**src/rtl/cpu_pkg.sv**
```systemverilog
// Shared definitions for the multi-cycle 8-bit CPU control unit:
// opcodes, ALU op codes, FSM state encoding and instruction field positions.
package cpu_pkg;

  localparam logic [3:0] OP_LOAD = 4'b1000;
  localparam logic [3:0] OP_ADD  = 4'b0000;
  localparam logic [3:0] OP_SUB  = 4'b0001;
  localparam logic [3:0] OP_INC  = 4'b1010;
  localparam logic [3:0] OP_DEC  = 4'b1011;
  localparam logic [3:0] OP_JMP  = 4'b1111;

  localparam logic [2:0] ALU_ADD = 3'b000;
  localparam logic [2:0] ALU_SUB = 3'b001;

  typedef enum logic [2:0] {
    IDLE   = 3'd0,
    FETCH  = 3'd1,
    DECODE = 3'd2,
    RD_A   = 3'd3,
    RD_B   = 3'd4,
    EXEC   = 3'd5,
    WB     = 3'd6
  } state_t;

  localparam int OP_MSB  = 15;
  localparam int OP_LSB  = 12;
  localparam int RD_MSB  = 9;
  localparam int RD_LSB  = 8;
  localparam int RS1_MSB = 5;
  localparam int RS1_LSB = 4;
  localparam int RS2_MSB = 1;
  localparam int RS2_LSB = 0;
  localparam int IMM_MSB = 7;
  localparam int IMM_LSB = 0;

endpackage

```
**src/rtl/cpu_decode.sv**
```systemverilog
// Combinational instruction decoder: classifies the IR contents and
// slices out the register and immediate fields.
module cpu_decode
  import cpu_pkg::*;
(
  input  logic [15:0] ir,
  output logic        is_load,
  output logic        is_alu2,
  output logic        is_incdec,
  output logic        is_jmp,
  output logic        is_illegal,
  output logic [2:0]  alu_op,
  output logic [1:0]  rd,
  output logic [1:0]  rs1,
  output logic [1:0]  rs2,
  output logic [7:0]  imm
);

  logic [3:0] op;
  logic       unused_bits;

  assign op          = ir[OP_MSB:OP_LSB];
  assign rd          = ir[RD_MSB:RD_LSB];
  assign rs1         = ir[RS1_MSB:RS1_LSB];
  assign rs2         = ir[RS2_MSB:RS2_LSB];
  assign imm         = ir[IMM_MSB:IMM_LSB];
  assign unused_bits = ^ir[11:10];

  // Opcode classification; anything unlisted is an illegal NOP
  always_comb begin
    is_load    = 1'b0;
    is_alu2    = 1'b0;
    is_incdec  = 1'b0;
    is_jmp     = 1'b0;
    is_illegal = 1'b0;
    alu_op     = ALU_ADD;
    case (op)
      OP_LOAD: is_load = 1'b1;
      OP_ADD:  is_alu2 = 1'b1;
      OP_SUB: begin
        is_alu2 = 1'b1;
        alu_op  = ALU_SUB;
      end
      OP_INC:  is_incdec = 1'b1;
      OP_DEC: begin
        is_incdec = 1'b1;
        alu_op    = ALU_SUB;
      end
      OP_JMP:  is_jmp = 1'b1;
      default: is_illegal = 1'b1;
    endcase
  end

endmodule

```
**src/rtl/cpu_control.sv**
```systemverilog
// Multi-cycle control unit: sequences fetch, decode, operand read, execute
// and write-back, and owns the program counter and ALU operand registers.
module cpu_control
  import cpu_pkg::*;
#(
  parameter logic [7:0] RESET_PC = 8'h00
) (
  input  logic        clk,
  input  logic        rst_n,
  input  logic        run,
  output logic [7:0]  pc,
  output logic        ir_en,
  input  logic [15:0] ir_data,
  output logic [1:0]  reg_addr,
  output logic        reg_rd,
  output logic        reg_wr,
  output logic [7:0]  reg_wdata,
  input  logic [7:0]  reg_rdata,
  output logic [2:0]  alu_op,
  output logic [7:0]  alu_a,
  output logic [7:0]  alu_b,
  input  logic [7:0]  alu_out,
  output logic        busy,
  output logic        instr_done,
  output logic        illegal
);

  state_t      state_r;
  state_t      state_s;
  logic [15:0] ir_r;
  logic [7:0]  res_r;

  logic        is_load;
  logic        is_alu2;
  logic        is_incdec;
  logic        is_jmp;
  logic        is_illegal;
  logic [2:0]  dec_alu_op;
  logic [1:0]  rd;
  logic [1:0]  rs1;
  logic [1:0]  rs2;
  logic [7:0]  imm;

  cpu_decode u_decode (
    .ir         (ir_r),
    .is_load    (is_load),
    .is_alu2    (is_alu2),
    .is_incdec  (is_incdec),
    .is_jmp     (is_jmp),
    .is_illegal (is_illegal),
    .alu_op     (dec_alu_op),
    .rd         (rd),
    .rs1        (rs1),
    .rs2        (rs2),
    .imm        (imm)
  );

  // FSM state register
  always_ff @(posedge clk or negedge rst_n) begin
    if (!rst_n) state_r <= IDLE;
    else        state_r <= state_s;
  end

  // Next state and strobes; strobes decode straight from state so that reset drops them at once
  always_comb begin
    state_s    = state_r;
    ir_en      = 1'b0;
    reg_rd     = 1'b0;
    reg_wr     = 1'b0;
    reg_addr   = 2'b00;
    reg_wdata  = 8'h00;
    alu_op     = ALU_ADD;
    instr_done = 1'b0;
    illegal    = 1'b0;
    busy       = (state_r != IDLE);
    case (state_r)
      IDLE: state_s = run ? FETCH : IDLE;
      FETCH: begin
        ir_en   = 1'b1;
        state_s = DECODE;
      end
      DECODE: begin
        if (is_load) begin
          state_s = WB;
        end else if (is_alu2 || is_incdec) begin
          state_s = RD_A;
        end else begin
          instr_done = 1'b1;
          illegal    = is_illegal;
          state_s    = run ? FETCH : IDLE;
        end
      end
      RD_A: begin
        reg_rd   = 1'b1;
        reg_addr = is_incdec ? rd : rs1;
        state_s  = is_incdec ? EXEC : RD_B;
      end
      RD_B: begin
        reg_rd   = 1'b1;
        reg_addr = rs2;
        state_s  = EXEC;
      end
      EXEC: begin
        alu_op  = dec_alu_op;
        state_s = WB;
      end
      WB: begin
        reg_wr     = 1'b1;
        reg_addr   = rd;
        reg_wdata  = is_load ? imm : res_r;
        instr_done = 1'b1;
        state_s    = run ? FETCH : IDLE;
      end
      default: state_s = IDLE;
    endcase
  end

  // Program counter: jump target in DECODE, otherwise advance when an instruction retires
  always_ff @(posedge clk or negedge rst_n) begin
    if (!rst_n) begin
      pc <= RESET_PC;
    end else if (state_r == DECODE && is_jmp) begin
      pc <= imm;
    end else if ((state_r == DECODE && is_illegal) || state_r == WB) begin
      pc <= pc + 8'h01;
    end else begin
      pc <= pc;
    end
  end

  // Instruction, operand and result registers; operands are latched before WB so rd may alias a source
  always_ff @(posedge clk or negedge rst_n) begin
    if (!rst_n) begin
      ir_r  <= 16'h0000;
      alu_a <= 8'h00;
      alu_b <= 8'h00;
      res_r <= 8'h00;
    end else begin
      case (state_r)
        FETCH: ir_r <= ir_data;
        RD_A: begin
          alu_a <= reg_rdata;
          if (is_incdec) alu_b <= 8'h01;
          else           alu_b <= alu_b;
        end
        RD_B: alu_b <= reg_rdata;
        EXEC: res_r <= alu_out;
        default: begin
          ir_r  <= ir_r;
          alu_a <= alu_a;
          alu_b <= alu_b;
          res_r <= res_r;
        end
      endcase
    end
  end

endmodule

```
**config.mk**
```make
export PLATFORM = sky130hd
export DESIGN_NAME = cpu_control
export DESIGN_NICKNAME = d
export VERILOG_FILES = /design/src/rtl/cpu_pkg.sv /design/src/rtl/cpu_decode.sv /design/src/rtl/cpu_control.sv
export SDC_FILE = /design/constraint.sdc
export NUM_CORES = 1
export LEC_CHECK = 0
export ABC_CLOCK_PERIOD_IN_PS = 2200
export BUFFER_PORTS_ARGS = -buffer_cell sky130_fd_sc_hd__buf_2
export CAP_MARGIN = 30
export CORE_MARGIN = 4
export CORE_UTILIZATION = 45
export CTS_CLUSTER_SIZE = 20
export DETAILED_ROUTE_END_ITERATION = 16
export PLACE_DENSITY = 0.78
export SLEW_MARGIN = 15
export SYNTH_ARGS = -nofsm -noshare
export SYNTH_HDL_FRONTEND = slang
export SYNTH_SLANG_ARGS = --single-unit
```
**constraint.sdc**
```tcl
create_clock -name clk -period 2.2 [get_ports clk]
set_clock_uncertainty 0.15 [all_clocks]
set_input_delay 0.33 -clock clk [delete_from_list [all_inputs] [get_ports clk]]
set_output_delay 0.33 -clock clk [all_outputs]
set_load 0.01 [all_outputs]
```
# --- Word level (Yosys, flattened, before mapping) ---
# Cells that the tools add are included.
word_totals:
  reg_bits: 51
  inputBits: 35
  out_inout_bits: 43
  word_cells: 64
classes:
  addsub: 1
  eq_ne: 12
  n_mux: 29
  n_reduce_logical: 16
op_table:
  columns: ["cell", "n"]
  rows:
  - ["$mux W8", 5]
  - ["$pmux W3 S6", 1]
  - ["$eq A4 B4 Y1 const B", 4]
  - ["$mux W1", 16]
  - ["$pmux W8 S2", 1]
  - ["$reduce_or A2 Y1", 5]
  - ["$eq A3 B3 Y1 const B", 3]
  - ["$add A8 B1 Y8 const B", 1]
  - ["$eq A3 B2 Y1 const B", 2]
  - ["$mux W3", 2]
  - ["$pmux W2 S3", 1]
  - ["$reduce_or A6 Y1", 1]
  - ["$eq A4 B1 Y1 const B", 1]
  - ["$logic_not A4 Y1", 1]
  - ["$mux W2", 2]
  - ["$reduce_bool A2 Y1", 2]
  - ["$eq A3 B1 Y1 const B", 1]
  - ["$logic_not A3 Y1", 1]
  - ["$reduce_bool A3 Y1", 1]
  - ["$logic_and A1 B1 Y1", 2]
  - ["$logic_or A1 B1 Y1", 2]
  - ["$ne A2 B2 Y1 const B", 1]
  - ["$pmux W1 S2", 1]
  - ["$reduce_and A2 Y1", 1]

# --- Depth between registers and ports, before layout ---
logic_depth:
  word_depth: 7
  mapped_depth: 7
  depth_no_buf: 5

# --- Hierarchy ---
# A second synthesis with hierarchy kept.
hier_totals:
  hier_cells: 247
  area_unflattened_um2: 2616.3
by_module_without_submodules:
  columns: ["module", "instances", "cells_per_inst", "area_each_um2"]
  rows:
  - ["cpu_control", 1, 219, 2427.3]
  - ["cpu_decode", 1, 28, 188.9]

# --- Worst setup path after synthesis ---
# Ideal clock, no wire load.
synth_path:
  kind: "reg-to-output"
  start: "register state_r[0]"
  end: "output port alu_op[0]"
  arrival_ps: 1375
  setup_slack_ps: 345
  path_stages_with_launch: 4
  path_cell_list: "dfrtp_1 -> clkbuf_1 -> nand3b_1 -> nor4b_1"
synth_via:
  elab_chain_cells: 2
synth_lines:
  columns: ["element", "line", "source"]
  rows:
  - ["start: declaration", "cpu_control.sv:28", "state_t state_r;"]
  - ["start signal: assignment", "cpu_control.sv:61", "else state_r <= state_s;"]
  - ["$eq A3 B3 Y1", "cpu_control.sv:76", "case (state_r)"]
  - ["$mux W3", "cpu_control.sv:76", null]
  - ["end: declaration", "cpu_control.sv:19", "output logic [2:0] alu_op,"]
# Every way passes these cells.

# --- Worst setup path after layout ---
layout_path:
  start: "register ir_r[15]"
  end: "output port reg_addr[0]"
layout_via:
  elab_chain_cells: 5
  elab_cells_between_ends: 6
  classes_between: "eq/ne: 2; mux: 3; reduce/logical: 1"
layout_lines:
  columns: ["element", "line", "source"]
  rows:
  - ["start: declaration", "cpu_control.sv:30", "logic [15:0] ir_r;"]
  - ["start signal: assignment", "cpu_control.sv:140", "FETCH: ir_r <= ir_data;"]
  - ["start signal: assignment", "cpu_control.sv:149", "ir_r <= ir_r;"]
  - ["$eq A4 B4 Y1", "cpu_decode.sv:37", "case (op)"]
  - ["$reduce_or A2 Y1 (no line) *", null, null]
  - ["$mux W1 *", "cpu_decode.sv:37", null]
  - ["$mux W2 *", "cpu_control.sv:95", "reg_addr = is_incdec ? rd : rs1;"]
  - ["$pmux W2 S3 *", "cpu_control.sv:76", null]
  - ["end: declaration", "cpu_control.sv:14", "output logic [1:0] reg_addr,"]
# Every way passes the cells marked *; elsewhere a longest branch is shown, timed or not.

==> out/qor.yml <==
status:
  status: "complete, no violations"
cts:
  h-tree-depth: 2
  insertion_delay_ns: 0.31
  cts_buffers: 5
  clock_sinks: 49
  cts_buffer_depth: 2
  path_clk_slew_ns: 0.10
  root_buffer: "clkbuf_8"
  cts_tree: "yes"
sta:
  worst_slew_pin_slew_ns: 0.592
  setup_slack_ns: 0.0248
  whs_ns: 0.0730
  finalCritPeriodShare_pct: 98.9
  slew_headroom_pct: 60.5
  hold_viol_final: 0
  slew_viol_final: 0
  max_freq_mhz: 460
  min_period_ns: 2.18
  rsz0062_at_grt: "yes"
  setup_violations: 0
pwr:
  swShare_pct: 38.8
  power_frac_clock_pct: 15.1
  p_comb_share_pct: 45.1
  p_per_area_nw_per_um2: 1450
  total_power_uw: 4510
  vdd_drop_max_v: 0.000609
  p_int_uw: 2760
  p_leak_uw: 0.00157
  switchingPower_uw: 1750
  p_seq_share_pct: 39.8
setup_path:
  cpMaxStageDelayCell: "dfrtp_2"
  arrival_ns: 1.70
  max_stage_delay_ns: 0.47
  end_kind: "output port"
  critPathTopFamily: "compound AO/OA/AOI/OAI gates"
  cp_max_fo: 7
  cp.required_ns: 1.72
  crit_buf_inv: 1
  crit_chain: "nand3b_1, nor3b_2, o21a_1, a221o_1, buf_2"
  crit_type: "reg -> out"
  startpoint_type: "flip-flop"
cells_and_area:
  nets: 358
  layout_common_cells: "buf_2, nand2_1, dfrtp_1, mux2_2, buf_4"
  fill_cells: 469
  seq_area_um2: 1230
  stdcell_count: 393
  design_area_um2: 3110
  syn_to_final_growth_pct: 29.8
  layout_commonest_cell: "buf_2"
  drive_above_1_share_pct: 43.3
  diodes: 0
  multi_input_area_um2: 1100
routing:
  drt-pass1-iter-count: 4
  drtIter0Drc: 170
  vias: 2101
  wl_per_cell_um: 15.9
  drc: 0
  final_antenna_net_count: 0
  routed_wl_mm: 6.23
  viasPerCell: 5.35
yosys:
  ys.flop_type: "dfrtp_1"
  synth_top_area_cell: "dfrtp_1"
  seq_area_frac_synth_pct: 51.2
  ys_ff_latch: 49
  synth_edf_count: 0
  synth-async-reset-ratio_pct: 100
  synth_top_area_share_pct: 51.2
  syn-instance-count: 235
  synthTopCellsByArea: "dfrtp_1, mux2_2, nand2_1, a21oi_1, a22o_1"
  synth_area_um2: 2390
  synth_area_per_cell_um2: 10.2
  ys_types: 46
  yosys_warnings: 0
grt:
  grt_pass1_wl_mm: 9.89
  grt_max_degree: 26
  grt_pass1_vias: 2105
  antenna_found_initial: 0
  grt_usage_pct: 19.5
  overflow: 0
die:
  die_w_um: 81.0
  initial_utilization_pct: 46.6
  design.core.area_um2: 5140
  die_area_um2: 6550
  die_h_um: 81.0
  pin_count: 78
  std_cell_rows: 26
placed_design:
  numPortBuffers: 73
  dp_hpwl_mm: 4.55
  pre_cts_ws_ns: 0.216
  dpl.cell_count: 378
  placed_cell_area_um2: 2890
  gp_congestion: 0.834
job:
  drv_cap: 0
hold_path:
  min_path_type: "in -> reg"
## state kept, by name (all words and copies together) (netlist names)
register and cells:
ir_r 14, alu_a 8, alu_b 8, pc 8, res_r 8, state_r 3
## path summary, 6_finish.rpt
check                              from          end  slack [ns]  depth (start not counted)
min                        reg_rdata[0]     alu_a[0]        0.07                          3
max                            ir_r[15]  reg_addr[0]        0.02                          5
min reg2reg                    alu_a[2]     alu_a[2]        0.33                          2
max in group asynchronous         rst_n     ir_r[13]        0.92                          3
min in group asynchronous         rst_n     alu_b[7]        0.42                          2
max reg2reg                  state_r[2]        pc[2]        0.22                          4
## synth_stat cells (all sizes together) (2+ instances only)
library cell and number:
a21oi 14, a221o 2, a22o 7, a22oi 3
a2bb2oi 2, and3 3, buf 9, clkbuf 6
dfrtp 49, inv 7, mux2 21, mux2i 3
nand2 47, nand2b 4, nand3 3, nand3b 2
nand4 3, nor2 9, nor2b 4, nor3 3
o21a 2, o21ai 8, o22ai 3, or2 3
## area by class of cell
class / instances / share of cell area, %
clock buffer: 6 / 2.66
clock inverter: 2 / 1.21
inverter: 7 / 0.845
multi-input combinational: 165 / 35.5
sequential: 49 / 39.6
tap: 70 / 2.82
timing repair buffer: 94 / 17.3
## cells by family after synthesis
kind of cell | synth area share [%]
and+or+nand+nor | 17.5
AOI/OAI and AO/OA | 14.7
DFF | 51.2
muxes | 11.1
buffers and inverters | 4.39
adders and majority gates | 0.522
other | 0.157
xor gates and xnor gates | 0.366
## power by group through the flow
stage / combinational, uW / sequential, uW / clock, uW
after floorplan: 1230 / 1710 / 0
after global placement: 1830 / 1770 / 0
after detailed placement: 1900 / 1780 / 0
after CTS: 1930 / 1780 / 683
after global routing: 2240 / 1860 / 727
final: 2040 / 1790 / 682
## worst reg2reg max path, stage by stage (launching register included)
cell     delay [ns]
dfrtp_1        0.51
or3b_4         0.46
or2_1          0.38
o21ai_0        0.25
a22oi_1        0.12
## stage by stage
step / setup TNS (ns) / utilization, %
2_1_floorplan: 0 / -
3_3_place_gp: 0 / 56.2
4_1_cts: -0.0251 / 59.3
5_1_grt: -0.103 / 60.5
3_5_place_dp: 0 / 56.2
6_report: 0 / 60.5
## metal layers
metal	global-route usage [%]	wire length, um	vias up
met5	0	0	-
met4	8.78	149	0
met3	2.99	346	15
met2	33.3	3180	67
met1	24.4	2560	1026
li1	-	-	993
## repair_timing
| action | CTS | global route |
|---|---|---|
| hold buffers | 1 | 0 |
| gates resized for setup | 6 | 9 |
| buffers inserted | 1 | 5 |
| setup endpoints to repair | 11 | 11 |
| pin swaps | 1 | 3 |
| hold endpoints to repair | 24 | 0 |
Power figures use the tool's default switching activity.
